$ cat config.mk
export PLATFORM = sky130hd
export DESIGN_NAME = video_timing_gen
export DESIGN_NICKNAME = d
export VERILOG_FILES = /design/src/rtl/video_timing_gen.sv
export SDC_FILE = /design/constraint.sdc
export NUM_CORES = 1
export LEC_CHECK = 0
export CORE_MARGIN = 5
export CORE_UTILIZATION = 41
export CTS_CLUSTER_DIAMETER = 80
export DETAILED_ROUTE_END_ITERATION = 12
export GPL_TIMING_DRIVEN = 0
export HOLD_SLACK_MARGIN = 0.02
export PLACE_DENSITY = 0.76
export REMOVE_ABC_BUFFERS = 1
export SYNTH_ARGS = -nofsm -noshare
export SYNTH_HDL_FRONTEND = slang
export SYNTH_SLANG_ARGS = --single-unit
export TNS_END_PERCENT = 10
$ cat constraint.sdc
create_clock -name iCLK -period 1.92 [get_ports iCLK]
set_clock_uncertainty 0.2 [all_clocks]
set_input_delay 0.48 -clock iCLK [delete_from_list [all_inputs] [get_ports iCLK]]
set_output_delay 0.48 -clock iCLK [all_outputs]
set_load 0.01 [all_outputs]
$ cat src/rtl/video_timing_gen.sv
`timescale 1ns/1ps
// video_timing_gen: raster timing master. Counts HCNT/VCNT, decodes raw
// DE/HS/VS, delays them to meet the returning pixel pipeline, and registers
// the panel outputs.
// Ports: iCLK pixel clock; reset async active-low;
//        iR/iG/iB colour arriving PIPE_DLY clocks after its coordinates;
//        HCNT/VCNT registered coordinates; oFRAME decode of (0,0);
//        oDE/oHS/oVS/oR/oG/oB panel outputs, colour forced to 0 outside DE.
module video_timing_gen #(
    parameter int unsigned H_ACTIVE = 1920,
    parameter int unsigned H_FP     = 88,
    parameter int unsigned H_SYNC   = 44,
    parameter int unsigned H_BP     = 148,
    parameter int unsigned V_ACTIVE = 1080,
    parameter int unsigned V_FP     = 4,
    parameter int unsigned V_SYNC   = 5,
    parameter int unsigned V_BP     = 36,
    parameter bit          HS_POL   = 1'b1,
    parameter bit          VS_POL   = 1'b1,
    parameter int unsigned PIPE_DLY = 2
) (
    input  logic        iCLK,
    input  logic        reset,
    input  logic [7:0]  iR,
    input  logic [7:0]  iG,
    input  logic [7:0]  iB,
    output logic [11:0] HCNT,
    output logic [10:0] VCNT,
    output logic        oFRAME,
    output logic        oDE,
    output logic        oHS,
    output logic        oVS,
    output logic [7:0]  oR,
    output logic [7:0]  oG,
    output logic [7:0]  oB
);

    localparam logic [11:0] H_ACT  = 12'(H_ACTIVE);
    localparam logic [11:0] HS_BEG = 12'(H_ACTIVE + H_FP);
    localparam logic [11:0] HS_END = 12'(H_ACTIVE + H_FP + H_SYNC);
    localparam logic [11:0] H_LAST =
        12'(H_ACTIVE + H_FP + H_SYNC + H_BP - 1);

    localparam logic [10:0] V_ACT  = 11'(V_ACTIVE);
    localparam logic [10:0] VS_BEG = 11'(V_ACTIVE + V_FP);
    localparam logic [10:0] VS_END = 11'(V_ACTIVE + V_FP + V_SYNC);
    localparam logic [10:0] V_LAST =
        11'(V_ACTIVE + V_FP + V_SYNC + V_BP - 1);

    logic [11:0] hcnt_q, hcnt_d;
    logic [10:0] vcnt_q, vcnt_d;

    logic de_r, hs_r, vs_r;

    logic [PIPE_DLY-1:0] de_dly_q, de_dly_d;
    logic [PIPE_DLY-1:0] hs_dly_q, hs_dly_d;
    logic [PIPE_DLY-1:0] vs_dly_q, vs_dly_d;

    logic       de_q, de_d;
    logic       hs_q, hs_d;
    logic       vs_q, vs_d;
    logic [7:0] r_q, r_d;
    logic [7:0] g_q, g_d;
    logic [7:0] b_q, b_d;

    always_comb begin
        hcnt_d = hcnt_q + 12'd1;
        vcnt_d = vcnt_q;
        if (hcnt_q == H_LAST) begin
            hcnt_d = 12'd0;
            if (vcnt_q == V_LAST) begin
                vcnt_d = 11'd0;
            end else begin
                vcnt_d = vcnt_q + 11'd1;
            end
        end
    end

    always_comb begin
        de_r = (hcnt_q < H_ACT) && (vcnt_q < V_ACT);
        hs_r = ((hcnt_q >= HS_BEG) && (hcnt_q < HS_END))
               ? HS_POL : ~HS_POL;
        vs_r = ((vcnt_q >= VS_BEG) && (vcnt_q < VS_END))
               ? VS_POL : ~VS_POL;
    end

    // Stage 0 takes the raw decode; the last stage lines up with iR/iG/iB.
    always_comb begin
        de_dly_d    = de_dly_q;
        hs_dly_d    = hs_dly_q;
        vs_dly_d    = vs_dly_q;
        de_dly_d[0] = de_r;
        hs_dly_d[0] = hs_r;
        vs_dly_d[0] = vs_r;
        for (int i = 1; i < int'(PIPE_DLY); i++) begin
            de_dly_d[i] = de_dly_q[i-1];
            hs_dly_d[i] = hs_dly_q[i-1];
            vs_dly_d[i] = vs_dly_q[i-1];
        end
    end

    always_comb begin
        de_d = de_dly_q[PIPE_DLY-1];
        hs_d = hs_dly_q[PIPE_DLY-1];
        vs_d = vs_dly_q[PIPE_DLY-1];
        r_d  = de_d ? iR : 8'h00;
        g_d  = de_d ? iG : 8'h00;
        b_d  = de_d ? iB : 8'h00;
    end

    always_ff @(posedge iCLK or negedge reset) begin
        if (!reset) begin
            hcnt_q   <= '0;
            vcnt_q   <= '0;
            de_dly_q <= '0;
            hs_dly_q <= {PIPE_DLY{~HS_POL}};
            vs_dly_q <= {PIPE_DLY{~VS_POL}};
            de_q     <= 1'b0;
            hs_q     <= ~HS_POL;
            vs_q     <= ~VS_POL;
            r_q      <= '0;
            g_q      <= '0;
            b_q      <= '0;
        end else begin
            hcnt_q   <= hcnt_d;
            vcnt_q   <= vcnt_d;
            de_dly_q <= de_dly_d;
            hs_dly_q <= hs_dly_d;
            vs_dly_q <= vs_dly_d;
            de_q     <= de_d;
            hs_q     <= hs_d;
            vs_q     <= vs_d;
            r_q      <= r_d;
            g_q      <= g_d;
            b_q      <= b_d;
        end
    end

    assign HCNT   = hcnt_q;
    assign VCNT   = vcnt_q;
    assign oFRAME = (hcnt_q == 12'd0) && (vcnt_q == 11'd0);
    assign oDE    = de_q;
    assign oHS    = hs_q;
    assign oVS    = vs_q;
    assign oR     = r_q;
    assign oG     = g_q;
    assign oB     = b_q;

endmodule

Yosys cells after proc, flatten, opt, wreduce, memory -nomap -nowiden
Index checks and enable logic that the tools add are counted.
- output and inout bits: 51
- logic and storage cells: 34
- bits in registers: 56
- reductions and logical operators: 6
- $lt $le $gt $ge: 6
- add/subtract/negate cells: 2
- eq/ne operators: 2
- mux-type cells: 7
- operator list (operator ; count):
    $mux 8 ; 3
    $lt 11x11->1 const B ; 2
    $add 12x1->12 const B ; 1
    $eq 12x12->1 const B ; 1
    $ge 12x11->1 const B ; 1
    $logic_not 12->1 ; 1
    $lt 12x11->1 const B ; 1
    $lt 12x12->1 const B ; 1
    $mux 12 ; 1
    $add 11x1->11 const B ; 1
    $eq 11x11->1 const B ; 1
    $ge 11x11->1 const B ; 1
    $logic_not 11->1 ; 1
    $mux 11 ; 1
    $logic_and 1x1->1 ; 4
    $mux 1 ; 2

Depth between registers and ports, before layout
- word-level depth: 3
- gate-level depth with buffers: 6
- depth with buffers taken out: 6

Least setup slack after synthesis
Ideal clock, no wire load.
- kind: register to output
- from: reg vcnt_q[3], in the netlist VCNT[3]
- to: out oFRAME
- arrival: 1.211 ns
- data required time: 1.240 ns
- path buffers: 1
- stages on the path, launching flop included: 5
- setup slack: 0.029 ns
- path through: dfrtp_1 -> clkbuf_2 -> nor4_1 -> nand3_1 -> nor2_1
- word-level cells in the longest chain between the ends: 2
- RTL lines (item ; RTL line ; source):
    from (decl) ; 51 ; logic [10:0] vcnt_q, vcnt_d;
    from (signal assigned) ; 126 ; vcnt_q <= vcnt_d;
    $logic_not 11->1 ; 141 ; assign oFRAME = (hcnt_q == 12'd0) && (vcnt_q == 11'd0);
    $logic_and 1x1->1 ; 141 ;
    to (decl) ; 29 ; output logic oFRAME,
Every way passes these cells.

Worst setup path after layout
- from: reg vcnt_q[1], in the netlist VCNT[1]
- to: out oFRAME
Same word-level chain as after synthesis.

==> metrics.txt <==
post-synthesis register bit count 56; HPWL Detailed 3670 µm; R2R setup slack -0.04 ns; wire per inst 15.4 µm; core area 5470 µm²; Mapped Area 2290 µm²; count of unique library cells instantiated by Yosys 40; Tcrit/Tclk final 113%; sequential share of the synthesized area 61.2%; port bufs 76; # H-tree levels 2; Worst setup EP type primary output; largest net degree at the start of global routing 38; die area 7180 µm²; largest area contributor in the netlist dfrtp_1; failing checks negative setup slack; CTS max path bufs 2; Critical path buffers and inverters 2; startpoint types flop; number of synthesis warnings 0; antenna violations before repair 0; Syn Area/Cell 12.2 µm²; Area Growth Syn to Fin 48.1%; Min Clock Period, post-route 2.17 ns; Setup CP Type flop to primary output; clock root buffer clkbuf_8; cells along the critical path inv_2 > ha_4 > nor4bb_2 > nand3_1 > nor2_1 > buf_2; clk slew on worst S/H paths 0.10 ns; Post-Layout Inst Area 3390 µm²; final setup vio count 8; CP Data Required Time 1.24 ns; placed insts 330; Crit path depth 6; Leakage 1.50 nW; initial core utilization 41.8%; share of layout cells above drive strength 1 20.4%; leading post-synthesis cells by cell area dfrtp_1, and2_1, nor4_4; drt first pass iters 4; placed cell area 3120 µm²; max-slew violations 0; PwrDens 625 nW/µm²; Max Fanout on Critical Path 3; clock sinks 56; GP Congestion 0.800; max incr delay on CP 0.41 ns; n_diodes 0; DRC violations left 0; Via density 4.91; clock tree from TritonCTS yes; Clk Latency, worst-skew pair 0.30 ns; Final Hold Vio Count 0; Slew Limit Headroom 66.6%; Site Rows 27; number of nets in the layout 309; Worst-Margin Slew 0.501 ns; vias in the first global route 1750; total gr overflow 0; Ports 77; crit path from VCNT[1]$_DFFE_PN0N_; worst reg2reg path depth 4; crit path DAT 1.49 ns; post-route ant nets 0; die width 84.7 µm; Critical R2R Launch VCNT[9]$_DFFE_PN0N_; Crit-path slowest cell dfrtp_1; CP endpoint oFRAME; die height 84.7 µm; final worst slack -0.252 ns; first-pass GRT wire length 8890 µm; cell family with most CP delay flip-flops; DRT iter0 DRCs 58; fin cells 352; via count 1728; f_max 460 MHz; r2r endpoint VCNT[1]$_DFFE_PN0N_; peak supply drop 0.322 mV; RSZ-0062 raised after global routing yes; Hold WC Path Type flop to flop; Routed WL 5440 µm; max-capacitance violation count 0; post-synthesis cell count 188; Inserted Clock Buffers 5; Synth top area share 61.2%; status complete, but fails checks; Overall Global Routing Usage 15.5%
-- logic make-up after synthesis --
logic type | Yosys count | synth area share (%)
AND/OR/NAND/NOR | 82 | 23.1
XOR/XNOR | 13 | 4.97
flip-flops | 56 | 61.2
buffers and inverters | 13 | 2.57
adder cells (fa/ha/maj) | 4 | 2.19
AO/OA/AOI/OAI | 20 | 5.96
-- worst min path at each step --
stage                                startpoint                 to  slack [ns]  cells after the start
after global routing      hs_dly_q[1]$_DFF_PN0_      oHS$_DFF_PN0_        0.17                      0
final                     hs_dly_q[1]$_DFF_PN0_      oHS$_DFF_PN0_        0.16                      0
after detailed placement  hs_dly_q[1]$_DFF_PN0_      oHS$_DFF_PN0_        0.14                      0
after global placement    hs_dly_q[1]$_DFF_PN0_      oHS$_DFF_PN0_        0.13                      0
after floorplan                           reset  HCNT[0]$_DFF_PN0_       -0.02                      0
after CTS                 hs_dly_q[1]$_DFF_PN0_      oHS$_DFF_PN0_        0.16                      0
-- synth_stat cells, drive strengths merged --
| cell | instances |
|---|---|
| clkbuf | 5 |
| a41oi | 1 |
| ha | 4 |
| and3 | 1 |
| o21ai | 7 |
| nand3 | 12 |
| a221oi | 1 |
| nand2 | 8 |
| or2 | 1 |
| a2bb2oi | 2 |
| o211ai | 1 |
| nor4bb | 1 |
| a21oi | 1 |
| or4b | 1 |
| nand4 | 5 |
| xnor2 | 6 |
| o31ai | 2 |
| buf | 2 |
| nand2b | 1 |
| a21o | 2 |
| o22ai | 1 |
| nor4 | 6 |
| and4 | 2 |
| xor2 | 7 |
| or3 | 2 |
| o41ai | 2 |
| nor2 | 12 |
| nor3 | 3 |
| and2 | 25 |
| dfrtp | 56 |
| nor3b | 2 |
| inv | 6 |
-- sequential cells by signal, summed over array words and instances, names as in the netlist --
register,flops
vs_dly_q,2
oG,8
HCNT,12
VCNT,11
oVS,1
hs_dly_q,2
oR,8
oDE,1
oHS,1
oB,8
de_dly_q,2
-- final cells by class --
| cell class | instances | area (µm²) |
|---|---|---|
| sequential | 56 | 1420 |
| inverter | 6 | 22.5 |
| multi-input combinational | 119 | 898 |
| tap | 72 | 90.1 |
| timing repair buffer | 91 | 851 |
| clock buffer | 6 | 72.6 |
| clock inverter | 2 | 35.0 |
| fill | 455 | 2080 |
-- cell usage in the layout, fill, tap and decap left out, types with 2 or more instances in the layout --
| master | synthesis | routed |
|---|---|---|
| o31ai_1 | 2 | 2 |
| buf_4 | 0 | 14 |
| and4_4 | 1 | 2 |
| nor4_4 | 3 | 5 |
| dlygate4sd2_1 | 0 | 22 |
| ha_4 | 0 | 2 |
| dfrtp_1 | 56 | 40 |
| inv_2 | 0 | 2 |
| clkbuf_8 | 0 | 5 |
| xnor2_1 | 6 | 6 |
| nor3b_1 | 2 | 2 |
| inv_1 | 6 | 4 |
| dfrtp_2 | 0 | 16 |
| o21ai_0 | 5 | 5 |
| clkdlybuf4s50_1 | 0 | 50 |
| a21o_1 | 2 | 2 |
| nand3_1 | 11 | 11 |
| ha_1 | 4 | 2 |
| nand2_1 | 8 | 8 |
| xor2_1 | 7 | 7 |
| o21ai_1 | 2 | 2 |
| o41ai_1 | 2 | 2 |
| and2_1 | 25 | 25 |
| nor3_1 | 2 | 2 |
| nor2_1 | 12 | 12 |
| buf_2 | 1 | 2 |
| nand4_1 | 4 | 4 |
| a2bb2oi_1 | 2 | 2 |
| or3_1 | 2 | 2 |
-- power by group --
group	total [mW]	switching (mW)	leakage, nW	internal [mW]
clock network	0.749	0.361	0.0552	0.388
registers	1.21	0.00626	0.673	1.20
logic	0.161	0.0577	0.773	0.104
total	2.12	0.425	1.50	1.69
-- timing repair --
item	in CTS	in global routing
pin swaps	4	2
resized for setup	53	4
cloned	0	0
hold buffers	1	0
setup endpoints to repair	31	12
hold endpoints to repair	19	0
buffers inserted	13	0
-- metrics by stage --
stage	hold WS [ns]	setup WS (ns)	setup TNS, ns	power, mW	util, %
after global routing	0.170	-0.372	-1.04	2.20	62.0
after global placement	0.131	-1.51	-84.99	1.39	56.7
final	0.156	-0.252	-0.451	2.12	62.0
after CTS	0.158	-0.284	-0.450	2.14	61.6
after floorplan	-0.0156	0.0712	0	1.27	-
after detailed placement	0.136	-0.531	-0.600	1.40	57.0
-- per-layer routing --
layer / vias to the layer above / track usage [%] / wire, µm
li1: 826 / - / -
met1: 822 / 20.4 / 2390
met2: 74 / 24.6 / 2570
met3: 6 / 4.81 / 413
met4: 0 / 4.75 / 64
met5: - / 0 / 0
No activity file was read; power rests on OpenSTA's default activity.
